$ cat config.mk
export PLATFORM = sky130hd
export DESIGN_NAME = prbs_gen_par
export DESIGN_NICKNAME = d
export VERILOG_FILES = /design/src/rtl/prbs_pkg.sv /design/src/rtl/prbs_lfsr_step.sv /design/src/rtl/prbs_gen_par.sv
export SDC_FILE = /design/constraint.sdc
export NUM_CORES = 1
export LEC_CHECK = 0
export ABC_CLOCK_PERIOD_IN_PS = 2600
export BUFFER_PORTS_ARGS = -buffer_cell sky130_fd_sc_hd__buf_2
export CAP_MARGIN = 10
export CORE_MARGIN = 4
export CORE_UTILIZATION = 35
export CTS_CLUSTER_DIAMETER = 120
export DETAILED_ROUTE_END_ITERATION = 12
export SLEW_MARGIN = 10
export SYNTH_ARGS = -nofsm -noshare
export SYNTH_HDL_FRONTEND = slang
export SYNTH_HIERARCHICAL = 1
export SYNTH_SLANG_ARGS = --single-unit
export TNS_END_PERCENT = 10
$ cat constraint.sdc
create_clock -name CLK -period 2.6 [get_ports CLK]
set_input_delay 0.39 -clock CLK [delete_from_list [all_inputs] [get_ports CLK]]
set_output_delay 0.39 -clock CLK [all_outputs]
set_load 0.02 [all_outputs]
$ cat src/rtl/prbs_pkg.sv
// ---------------------------------------------------------------------------
// prbs_pkg
// Shared types and constants for the multi-polynomial PRBS generator.
//   prbs_mode_e   : supported polynomials (PRBS7 .. PRBS31)
//   prbs_fsm_e    : generator control states (SEED, RUN)
//   *_LEN / *_TAP : Fibonacci LFSR length L and inner tap T per polynomial,
//                   giving the recurrence b[n] = b[n-L] ^ b[n-T]
//   MAX_LEN       : widest supported polynomial, sizes the state register
//   decode_mode() : maps the raw 3-bit mode input onto a polynomial
//   active_mask() : mask of the L state bits in use for a polynomial
// ---------------------------------------------------------------------------
package prbs_pkg;

    localparam int MAX_LEN = 31;

    localparam int PRBS7_LEN  = 7;
    localparam int PRBS7_TAP  = 6;
    localparam int PRBS9_LEN  = 9;
    localparam int PRBS9_TAP  = 5;
    localparam int PRBS15_LEN = 15;
    localparam int PRBS15_TAP = 14;
    localparam int PRBS23_LEN = 23;
    localparam int PRBS23_TAP = 18;
    localparam int PRBS31_LEN = 31;
    localparam int PRBS31_TAP = 28;

    typedef enum logic [2:0] {
        PRBS7  = 3'd0,
        PRBS9  = 3'd1,
        PRBS15 = 3'd2,
        PRBS23 = 3'd3,
        PRBS31 = 3'd4
    } prbs_mode_e;

    typedef enum logic {
        ST_SEED = 1'b0,
        ST_RUN  = 1'b1
    } prbs_fsm_e;

    // Codes 5..7 are reserved and fall back to PRBS7.
    function automatic prbs_mode_e decode_mode(input logic [2:0] raw);
        prbs_mode_e m;
        case (raw)
            3'd1:    m = PRBS9;
            3'd2:    m = PRBS15;
            3'd3:    m = PRBS23;
            3'd4:    m = PRBS31;
            default: m = PRBS7;
        endcase
        return m;
    endfunction

    function automatic logic [MAX_LEN-1:0] active_mask(input prbs_mode_e m);
        logic [MAX_LEN-1:0] msk;
        case (m)
            PRBS9:   msk = 31'h0000_01FF;
            PRBS15:  msk = 31'h0000_7FFF;
            PRBS23:  msk = 31'h007F_FFFF;
            PRBS31:  msk = 31'h7FFF_FFFF;
            default: msk = 31'h0000_007F;
        endcase
        return msk;
    endfunction

endpackage

$ cat src/rtl/prbs_lfsr_step.sv
// ---------------------------------------------------------------------------
// prbs_lfsr_step
// Combinational DATA_WIDTH-step advance of a Fibonacci LFSR whose polynomial
// is chosen at runtime. The state holds the last L bits of the sequence with
// state[L-1] the oldest; the word emitted starts with those L bits, so a
// freshly seeded state produces the seed itself as the first bits out.
//
// Ports:
//   mode       in   active polynomial
//   state      in   current LFSR state (only the low L bits are meaningful)
//   next_state out  state after DATA_WIDTH steps (bits above L are zero)
//   word       out  DATA_WIDTH sequence bits, MSB = earliest in time
// ---------------------------------------------------------------------------
module prbs_lfsr_step
    import prbs_pkg::*;
#(
    parameter int DATA_WIDTH = 32
) (
    input  prbs_mode_e              mode,
    input  logic [MAX_LEN-1:0]      state,
    output logic [MAX_LEN-1:0]      next_state,
    output logic [DATA_WIDTH-1:0]   word
);

    localparam int STREAM_LEN = DATA_WIDTH + MAX_LEN;

    // Unrolls the recurrence into a flat time-ordered stream s[0..]:
    // s[0..len-1] is the current state (oldest first), every later bit
    // follows b[n] = b[n-len] ^ b[n-tap]. The word is the first DATA_WIDTH
    // stream bits and the new state is the len bits that follow them.
    // Called only with constant len/tap, so each call folds to pure XOR trees.
    function automatic logic [MAX_LEN+DATA_WIDTH-1:0] advance(
        input logic [MAX_LEN-1:0] st,
        input int                 len,
        input int                 tap
    );
        logic [STREAM_LEN-1:0] s;
        logic [MAX_LEN-1:0]    ns;
        logic [DATA_WIDTH-1:0] w;
        s  = '0;
        ns = '0;
        w  = '0;
        for (int k = 0; k < STREAM_LEN; k++) begin
            if (k < len) begin
                s[k] = st[len-1-k];
            end else if (k < DATA_WIDTH + len) begin
                s[k] = s[k-len] ^ s[k-tap];
            end
        end
        for (int k = 0; k < DATA_WIDTH; k++) begin
            w[DATA_WIDTH-1-k] = s[k];
        end
        for (int j = 0; j < MAX_LEN; j++) begin
            if (j < len) begin
                ns[len-1-j] = s[DATA_WIDTH+j];
            end
        end
        return {ns, w};
    endfunction

    logic [MAX_LEN+DATA_WIDTH-1:0] step;

    // One unrolled advance per polynomial; the mode only steers the mux.
    always_comb begin
        step = '0;
        case (mode)
            PRBS9:   step = advance(state, PRBS9_LEN,  PRBS9_TAP);
            PRBS15:  step = advance(state, PRBS15_LEN, PRBS15_TAP);
            PRBS23:  step = advance(state, PRBS23_LEN, PRBS23_TAP);
            PRBS31:  step = advance(state, PRBS31_LEN, PRBS31_TAP);
            default: step = advance(state, PRBS7_LEN,  PRBS7_TAP);
        endcase
    end

    assign next_state = step[MAX_LEN+DATA_WIDTH-1:DATA_WIDTH];
    assign word       = step[DATA_WIDTH-1:0];

endmodule

$ cat src/rtl/prbs_gen_par.sv
// ---------------------------------------------------------------------------
// prbs_gen_par
// Parallel multi-polynomial PRBS word generator for serializer / DMRO test
// pattern paths. Each enabled cycle emits DATA_WIDTH new sequence bits.
// A SEED cycle (re)loads the LFSR after reset, after a seed_load request,
// after a mode change and after an all-zero lockup is detected.
//
// Optional build macro:
//   PRBS_ERR_INJ_EN  when defined, err_inj requests invert bit 0 of the next
//                    valid word (requests collapse, LFSR state untouched);
//                    when undefined, err_inj is ignored.
//
// Ports:
//   CLK         in   clock
//   RSTn        in   asynchronous active-low reset
//   en          in   advance the generator by DATA_WIDTH bits this cycle
//   mode[2:0]   in   0=PRBS7 1=PRBS9 2=PRBS15 3=PRBS23 4=PRBS31 5..7=PRBS7
//   seed_load   in   pulse: reseed from seed
//   seed[30:0]  in   seed value, low L bits used
//   err_inj     in   single-bit error injection request
//   data_out    out  PRBS word, MSB = earliest bit in time
//   data_valid  out  data_out holds a new word this cycle
//   lockup      out  one-cycle pulse: all-zero state detected and recovered
// ---------------------------------------------------------------------------
module prbs_gen_par
    import prbs_pkg::*;
#(
    parameter int          DATA_WIDTH   = 32,
    parameter logic [30:0] SEED_DEFAULT = 31'h7FFF_FFFF,
    parameter logic [2:0]  MODE_DEFAULT = 3'd0
) (
    input  logic                  CLK,
    input  logic                  RSTn,
    input  logic                  en,
    input  logic [2:0]            mode,
    input  logic                  seed_load,
    input  logic [30:0]           seed,
    input  logic                  err_inj,
    output logic [DATA_WIDTH-1:0] data_out,
    output logic                  data_valid,
    output logic                  lockup
);

    prbs_fsm_e             fsm_q;
    prbs_fsm_e             fsm_d;
    logic [MAX_LEN-1:0]    lfsr_state;
    logic [MAX_LEN-1:0]    state_d;
    logic [2:0]            mode_q;
    logic [2:0]            mode_d;
    logic                  seed_pend;
    logic                  pend_d;
    logic [MAX_LEN-1:0]    seed_buf;
    logic [MAX_LEN-1:0]    buf_d;
    logic [DATA_WIDTH-1:0] dout_d;
    logic                  valid_d;
    logic                  lock_d;

    prbs_mode_e            act_mode;
    logic [MAX_LEN-1:0]    act_mask;
    logic [MAX_LEN-1:0]    load_src;
    logic [MAX_LEN-1:0]    load_masked;
    logic [MAX_LEN-1:0]    load_val;
    logic                  state_zero;
    logic [MAX_LEN-1:0]    step_state;
    logic [DATA_WIDTH-1:0] step_word;
    logic                  inj_bit;

    // The registered mode is the one the LFSR runs; reserved codes decode
    // to PRBS7 but keep their raw value so a 5->6 change still reseeds.
    assign act_mode = decode_mode(mode_q);
    assign act_mask = active_mask(act_mode);

    // A pending seed_load seed wins over the default. An all-zero seed would
    // lock the LFSR, so it is replaced by all ones in the active bits.
    assign load_src    = seed_pend ? seed_buf : SEED_DEFAULT;
    assign load_masked = load_src & act_mask;
    assign load_val    = (load_masked == '0) ? act_mask : load_masked;

    assign state_zero = ((lfsr_state & act_mask) == '0);

    prbs_lfsr_step #(
        .DATA_WIDTH (DATA_WIDTH)
    ) u_step (
        .mode       (act_mode),
        .state      (lfsr_state),
        .next_state (step_state),
        .word       (step_word)
    );

`ifdef PRBS_ERR_INJ_EN
    logic err_pend;

    // Requests made in RUN are held until the next valid word consumes them;
    // any number of requests before that word turn into a single inversion.
    assign inj_bit = err_pend | err_inj;

    always_ff @(posedge CLK or negedge RSTn) begin
        if (!RSTn) begin
            err_pend <= 1'b0;
        end else if (valid_d) begin
            err_pend <= 1'b0;
        end else if (fsm_q == ST_RUN && err_inj) begin
            err_pend <= 1'b1;
        end
    end
`else
    logic err_inj_unused;

    // Port kept for a stable interface; the output is always the pure sequence.
    assign err_inj_unused = err_inj;
    assign inj_bit        = 1'b0;
`endif

    // Next-state and register-input logic. RUN exits are prioritised:
    // seed_load, then mode change, then all-zero lockup, then normal advance.
    // The state register only moves when a word is actually produced, so the
    // first word after any SEED starts exactly at the loaded bits.
    always_comb begin
        fsm_d   = fsm_q;
        state_d = lfsr_state;
        mode_d  = mode_q;
        pend_d  = seed_pend;
        buf_d   = seed_buf;
        dout_d  = data_out;
        valid_d = 1'b0;
        lock_d  = 1'b0;

        case (fsm_q)
            ST_SEED: begin
                state_d = load_val;
                pend_d  = 1'b0;
                fsm_d   = ST_RUN;
                // A seed arriving now is consumed by one extra SEED cycle.
                if (seed_load) begin
                    pend_d = 1'b1;
                    buf_d  = seed;
                    fsm_d  = ST_SEED;
                end
            end

            ST_RUN: begin
                if (seed_load) begin
                    pend_d = 1'b1;
                    buf_d  = seed;
                    fsm_d  = ST_SEED;
                end else if (mode != mode_q) begin
                    mode_d = mode;
                    pend_d = 1'b0;
                    fsm_d  = ST_SEED;
                end else if (state_zero) begin
                    pend_d = 1'b0;
                    lock_d = 1'b1;
                    fsm_d  = ST_SEED;
                end else if (en) begin
                    state_d = step_state;
                    dout_d  = step_word ^ {{(DATA_WIDTH-1){1'b0}}, inj_bit};
                    valid_d = 1'b1;
                end
            end

            default: begin
                fsm_d = ST_SEED;
            end
        endcase
    end

    // State register. Reset clears the outputs immediately, so a word that
    // was being produced is never flagged valid.
    always_ff @(posedge CLK or negedge RSTn) begin
        if (!RSTn) begin
            fsm_q      <= ST_SEED;
            lfsr_state <= SEED_DEFAULT;
            mode_q     <= MODE_DEFAULT;
            seed_pend  <= 1'b0;
            seed_buf   <= '0;
            data_out   <= '0;
            data_valid <= 1'b0;
            lockup     <= 1'b0;
        end else begin
            fsm_q      <= fsm_d;
            lfsr_state <= state_d;
            mode_q     <= mode_d;
            seed_pend  <= pend_d;
            seed_buf   <= buf_d;
            data_out   <= dout_d;
            data_valid <= valid_d;
            lockup     <= lock_d;
        end
    end

endmodule

After elaboration in Yosys (flattened, before gate mapping)
Index checks and enable logic that the tools add are counted.
Word-level totals
  flip-flop bits (word level): 101
  input port bits: 39
  output and inout bits: 34
  word-level logic and storage cells: 398
Cells by class
  equal/unequal tests: 14
  mux-type cells: 204
  bitwise operators: 166
  reductions and logical operators: 6
Operator list (number)
  $pmux 63 s4: 1
  $mux 31: 7
  $mux 1: 191
  $xor 1x1->1: 160
  $pmux 31 s4: 1
  $and 31x31->31: 2
  $logic_not 31->1: 2
  $pmux 31 s2: 1
  $eq 3x2->1 const B: 4
  $pmux 3 s4: 1
  $ne 2x2->1 const B: 4
  $eq 3x1->1 const B: 2
  $eq 3x3->1 const B: 2
  $reduce_and 5->1: 1
  $ne 4x2->1 const B: 1
  $not 1->1: 4
  $pmux 1 s2: 2
  $reduce_and 4->1: 1
  $reduce_or 4->1: 1
  $ne 3x3->1: 1
  $reduce_and 3->1: 1

Logic depth before layout (Yosys ltp)
  depth after elaboration: 23
  gate-level depth with buffers: 13
  depth with buffers taken out: 8

By module
The synthesis kept the hierarchy.
Modules (own cells, without submodules)
  prbs_gen_par: instances 1, cells each 376, area an instance 4822.1 µm², sequential area each 2566.2 µm²
  prbs_lfsr_step: instances 1, cells each 448, area an instance 3295.7 µm², sequential area each 0.0 µm²

Worst setup path before layout
Ideal clock, no wire load.
  path type: reg2reg
  from: register mode_q[1]
  to: register lfsr_state[14]
  library setup time: 84 ps
  arrival time: 2405 ps
  required time: 2516 ps
  setup slack: 111 ps
  cell stages (with the launch flop): 13
  buffers on the path: 5
  period minus slack after synthesis: 2489 ps
  path through: dfrtp_1 > buf_6 > or3b_1 > buf_6 > clkinv_4 > buf_6 > or3b_1 > buf_2 > buf_2 > o221a_1 > o22ai_1 > mux2i_1 > a22oi_1
Between the ends
  word-level cells in the longest chain between the ends: 9
  elaborated cells between the ends (all ways): 25
  classes of those cells: 11 x eq/ne; 9 x mux; 2 x bitwise; 3 x reduce/logical
RTL lines
  start, declared: RTL line prbs_gen_par.sv:48  | logic [2:0] mode_q;
  start signal, assigned: RTL line prbs_gen_par.sv:182  | mode_q <= mode_d;
  $eq 3x3->1, or another cell as far along: RTL line prbs_pkg.sv:43  | case (raw)
  $pmux 3 s4 (*): RTL line prbs_pkg.sv:43
  net act_mode[2]: RTL line prbs_gen_par.sv:58  | prbs_mode_e act_mode;
  $eq 3x3->1, or another cell as far along: RTL line prbs_lfsr_step.sv:66  | case (mode)
  $pmux 63 s4 (*): RTL line prbs_lfsr_step.sv:66
  net step_state[14]: RTL line prbs_gen_par.sv:64  | logic [MAX_LEN-1:0] step_state;
  $mux 31 (*): RTL line prbs_gen_par.sv:154  | end else if (en) begin
  $mux 31 (*): RTL line prbs_gen_par.sv:150  | end else if (state_zero) begin
  $mux 31 (*): RTL line prbs_gen_par.sv:146  | end else if (mode != mode_q) begin
  $mux 31 (*): RTL line prbs_gen_par.sv:142  | if (seed_load) begin
  $pmux 31 s2 (*): RTL line prbs_gen_par.sv:128  | case (fsm_q)
  end signal, assigned: RTL line prbs_gen_par.sv:181  | lfsr_state <= state_d;
  end, declared: RTL line prbs_gen_par.sv:46  | logic [MAX_LEN-1:0] lfsr_state;
The timed path passes the listed nets; every way through them passes the cells marked *. The select of a mux whose other input is x is not followed.
A chain may end at the register's enable or synchronous reset.

Worst setup path after layout
  from: register mode_q[1]
  to: register data_out[21]
Between the ends
  elaborated cells between the ends (all ways): 17
  classes of those cells: 9 x eq/ne; 3 x mux; 3 x bitwise; 2 x reduce/logical
RTL lines
  $eq 3x3->1, or another cell as far along: RTL line prbs_pkg.sv:43
  $pmux 3 s4 (*): RTL line prbs_pkg.sv:43
  net act_mode[2]: RTL line prbs_gen_par.sv:58
  $eq 3x3->1, or another cell as far along: RTL line prbs_lfsr_step.sv:66
  $pmux 63 s4 (*): RTL line prbs_lfsr_step.sv:66
  net step_word[21]: RTL line prbs_gen_par.sv:65  | logic [DATA_WIDTH-1:0] step_word;
  end signal, assigned: RTL line prbs_gen_par.sv:185  | data_out <= dout_d;
  end, declared: RTL line prbs_gen_par.sv:39  | output logic [DATA_WIDTH-1:0] data_out,
The timed path passes the listed nets; every way through them passes the cells marked *.

==> run metrics <==
hold_ws=0.246 ns; ys async rst share=100%; min cycle time layout=2.47 ns; Design Power=10.1 mW; Cell Rows=55; Tot GR Track Use=19.2%; Fin Setup TNS=0 ns; met1 GRT Util=28.2%; Die Y=160 microns; GR Layer Usage met2=28.7%; nets=935; worst-skew pair later-pin latency=0.37 ns; layout cells sized above 1=33.2%; Num CTS Buffers=9; clk slew on worst S/H paths=0.07 ns; VDD IR max=0.000455 V; most frequent cells in the layout=83 x xnor2_1, 78 x buf_4, 70 x dfrtp_1, 70 x buf_2, 49 x nand2_1; Worst EP arrival=2.72 ns; Most used DFF post-synth=dfrtp_1; Post-Syn Nets=863; Post-Syn Area=8120 sq um; Fill cells=2279; largest area contributor in the netlist=dfrtp_1; worst hold path type=in -> reg; RSZ-0062 raised after global routing=no; Setup crit end kind=flip-flop; PD cells=1080 nW/um^2; clock buffer depth=2; wire per inst=21.4 microns; Starting Density=35.7%; Critical Setup Path Class=reg -> reg; Least-Margin Pin Slew=0.914 ns; Vias=6990; Die Wd=160 microns; Ports=73; Sequential Area=2570 sq um; met3 Use GR=3.39%; CTS root buf=clkbuf_16; post-detail-place hpwl=18200 microns; initial antenna violation count=0; vias in the first global route=6730; Ys Warns=6; Clock Skews=0.0151 ns; number of DRC markers in iteration 0=924; Achievable Freq=0.404 GHz; Cell variety after synth=80; top-area cell type share of the netlist area=21.6%; GR peak layer=met2; gpl congestion=0.922; period utilization=95.1%; first-pass GRT wire length=39500 microns; Via density=5.89; Max Cap Viol=0; largest net degree at the start of global routing=55; gr ovfl total=0; LEAKAGE=3.88 nW; final setup vio count=0; startpoint types=flip-flop; IO Port Bufs=71; crit-path max cell delay=0.46 ns; drt pass-1 iters=7; post-route ant nets=0; area of the die=25700 sq um; ANT cells=0; max-slew violation count=0; final hold violations=0; Post-Place Worst Slack=0.124 ns; relative slew slack=38.6%; H-Tree Depth=3; commonest non-fill, non-tap cell in the layout=xnor2_1; Post-Syn Instances=824; CTS tree=yes; crit path max fanout=14; area grow syn2layout=14.4%; Post-synth EDFFs=0; CTS Sinks=101; syn_area_per_cell=9.85 sq um; area of the multi-input gates=5000 sq um; drt drc=0; status=finished clean; cell chain of the critical path=or3b_1, clkinv_4, buf_4, nor3b_2, buf_4, a221o_1, a221o_1, mux2_4; slowest cell on the critical path=or3b_1; post-synthesis register bit count=101; synth top area cells=dfrtp_1 22%, dfstp_2 10%, xnor2_1 9.1%; register area share after synthesis=31.6%; Final WS setup=0.127 ns; Post-Route WL=25300 microns; core area=22700 sq um; critical path required time=2.84 ns
## cells in the mapped netlist (8+ instances only)
| library cell | instances |
|---|---|
| xnor2_1 | 84 |
| dfrtp_1 | 70 |
| nand2_1 | 49 |
| xor2_1 | 44 |
| mux2_2 | 40 |
| nor2_1 | 39 |
| buf_2 | 35 |
| nand3_1 | 33 |
| clkbuf_1 | 31 |
| dfstp_2 | 31 |
| a22oi_1 | 30 |
| mux2_4 | 29 |
| mux2i_1 | 25 |
| o21ai_0 | 24 |
| a21oi_1 | 22 |
| o22ai_1 | 20 |
| a32oi_1 | 15 |
| nand4_1 | 11 |
| a221o_1 | 10 |
| a2bb2oi_1 | 10 |
| buf_4 | 10 |
| nand2b_1 | 8 |
| nor3_1 | 8 |
| o211ai_1 | 8 |
## critical path: cells and delay by family (launching register included)
family / cells / cell delay, ns
flops: 1 / 0.43
compound gates: 2 / 0.67
mux: 1 / 0.25
simple gates: 2 / 0.52
buf+inv: 3 / 0.47
## layout make-up
type | instances | area share, %
clock buffer | 10 | 2.47
clock inverter | 6 | 0.579
inverter | 8 | 0.377
multi-input combinational | 622 | 53.8
sequential | 101 | 27.6
tap | 285 | 3.84
timing repair buffer | 154 | 11.3
## registers in the layout, summed over array words and instances, names as in the netlist
| signal | cells |
|---|---|
| data_out | 32 |
| seed_buf | 31 |
| lfsr_state | 31 |
| lockup | 1 |
| data_valid | 1 |
| seed_pend | 1 |
| fsm_q | 1 |
| mode_q | 3 |
## final timing paths
kind,from,cells after the start,to,slack (ns)
worst max-delay path,mode_q[1],8,data_out[21],0.13
worst min-delay path,seed[8],3,seed_buf[8],0.25
worst max register to register,mode_q[1],8,data_out[21],0.13
worst min register to register,data_out[12],1,data_out[12],0.50
max in group asynchronous,RSTn,3,lfsr_state[15],1.46
min in group asynchronous,RSTn,2,data_out[16],0.42
## what timing repair did
item	CTS	global route
buffers inserted	0	5
hold buffers	1	0
resized for setup	0	2
endpoints found under the hold margin	16	0
endpoints found under the setup margin	0	6
## routing by layer
metal  up-vias  share of wire (%)
li1       3182                  -
met1      3360                 46
met2       383                 43
met3        65                8.0
met4         0                3.2
met5         -                  0
## cell families after synthesis
kind of cell | Yosys count | synth area share [%]
AND/OR/NAND/NOR | 188 | 12.0
flip-flops | 101 | 31.6
AO/OA/AOI/OAI | 201 | 18.7
multiplexers | 95 | 14.3
buffers and inverters | 101 | 7.00
XOR/XNOR | 138 | 16.5
## stage by stage
step	utilization [%]	instances	instance area [sq um]
3_5_place_dp	39.4	1164	8950
6_report	40.9	1186	9290
2_1_floorplan	-	824	8120
3_3_place_gp	39.4	1164	8950
5_1_grt	40.9	1186	9290
4_1_cts	40.7	1181	9240
## where the power goes
part | total [mW] | leakage [nW] | switching, mW | internal, mW
Sequential | 2.47 | 1.20 | 0.383 | 2.08
Clock | 1.32 | 0.129 | 0.653 | 0.667
Combinational | 6.28 | 2.55 | 3.54 | 2.74
Total | 10.1 | 3.88 | 4.57 | 5.49
(Power assumes the default switching activity.)
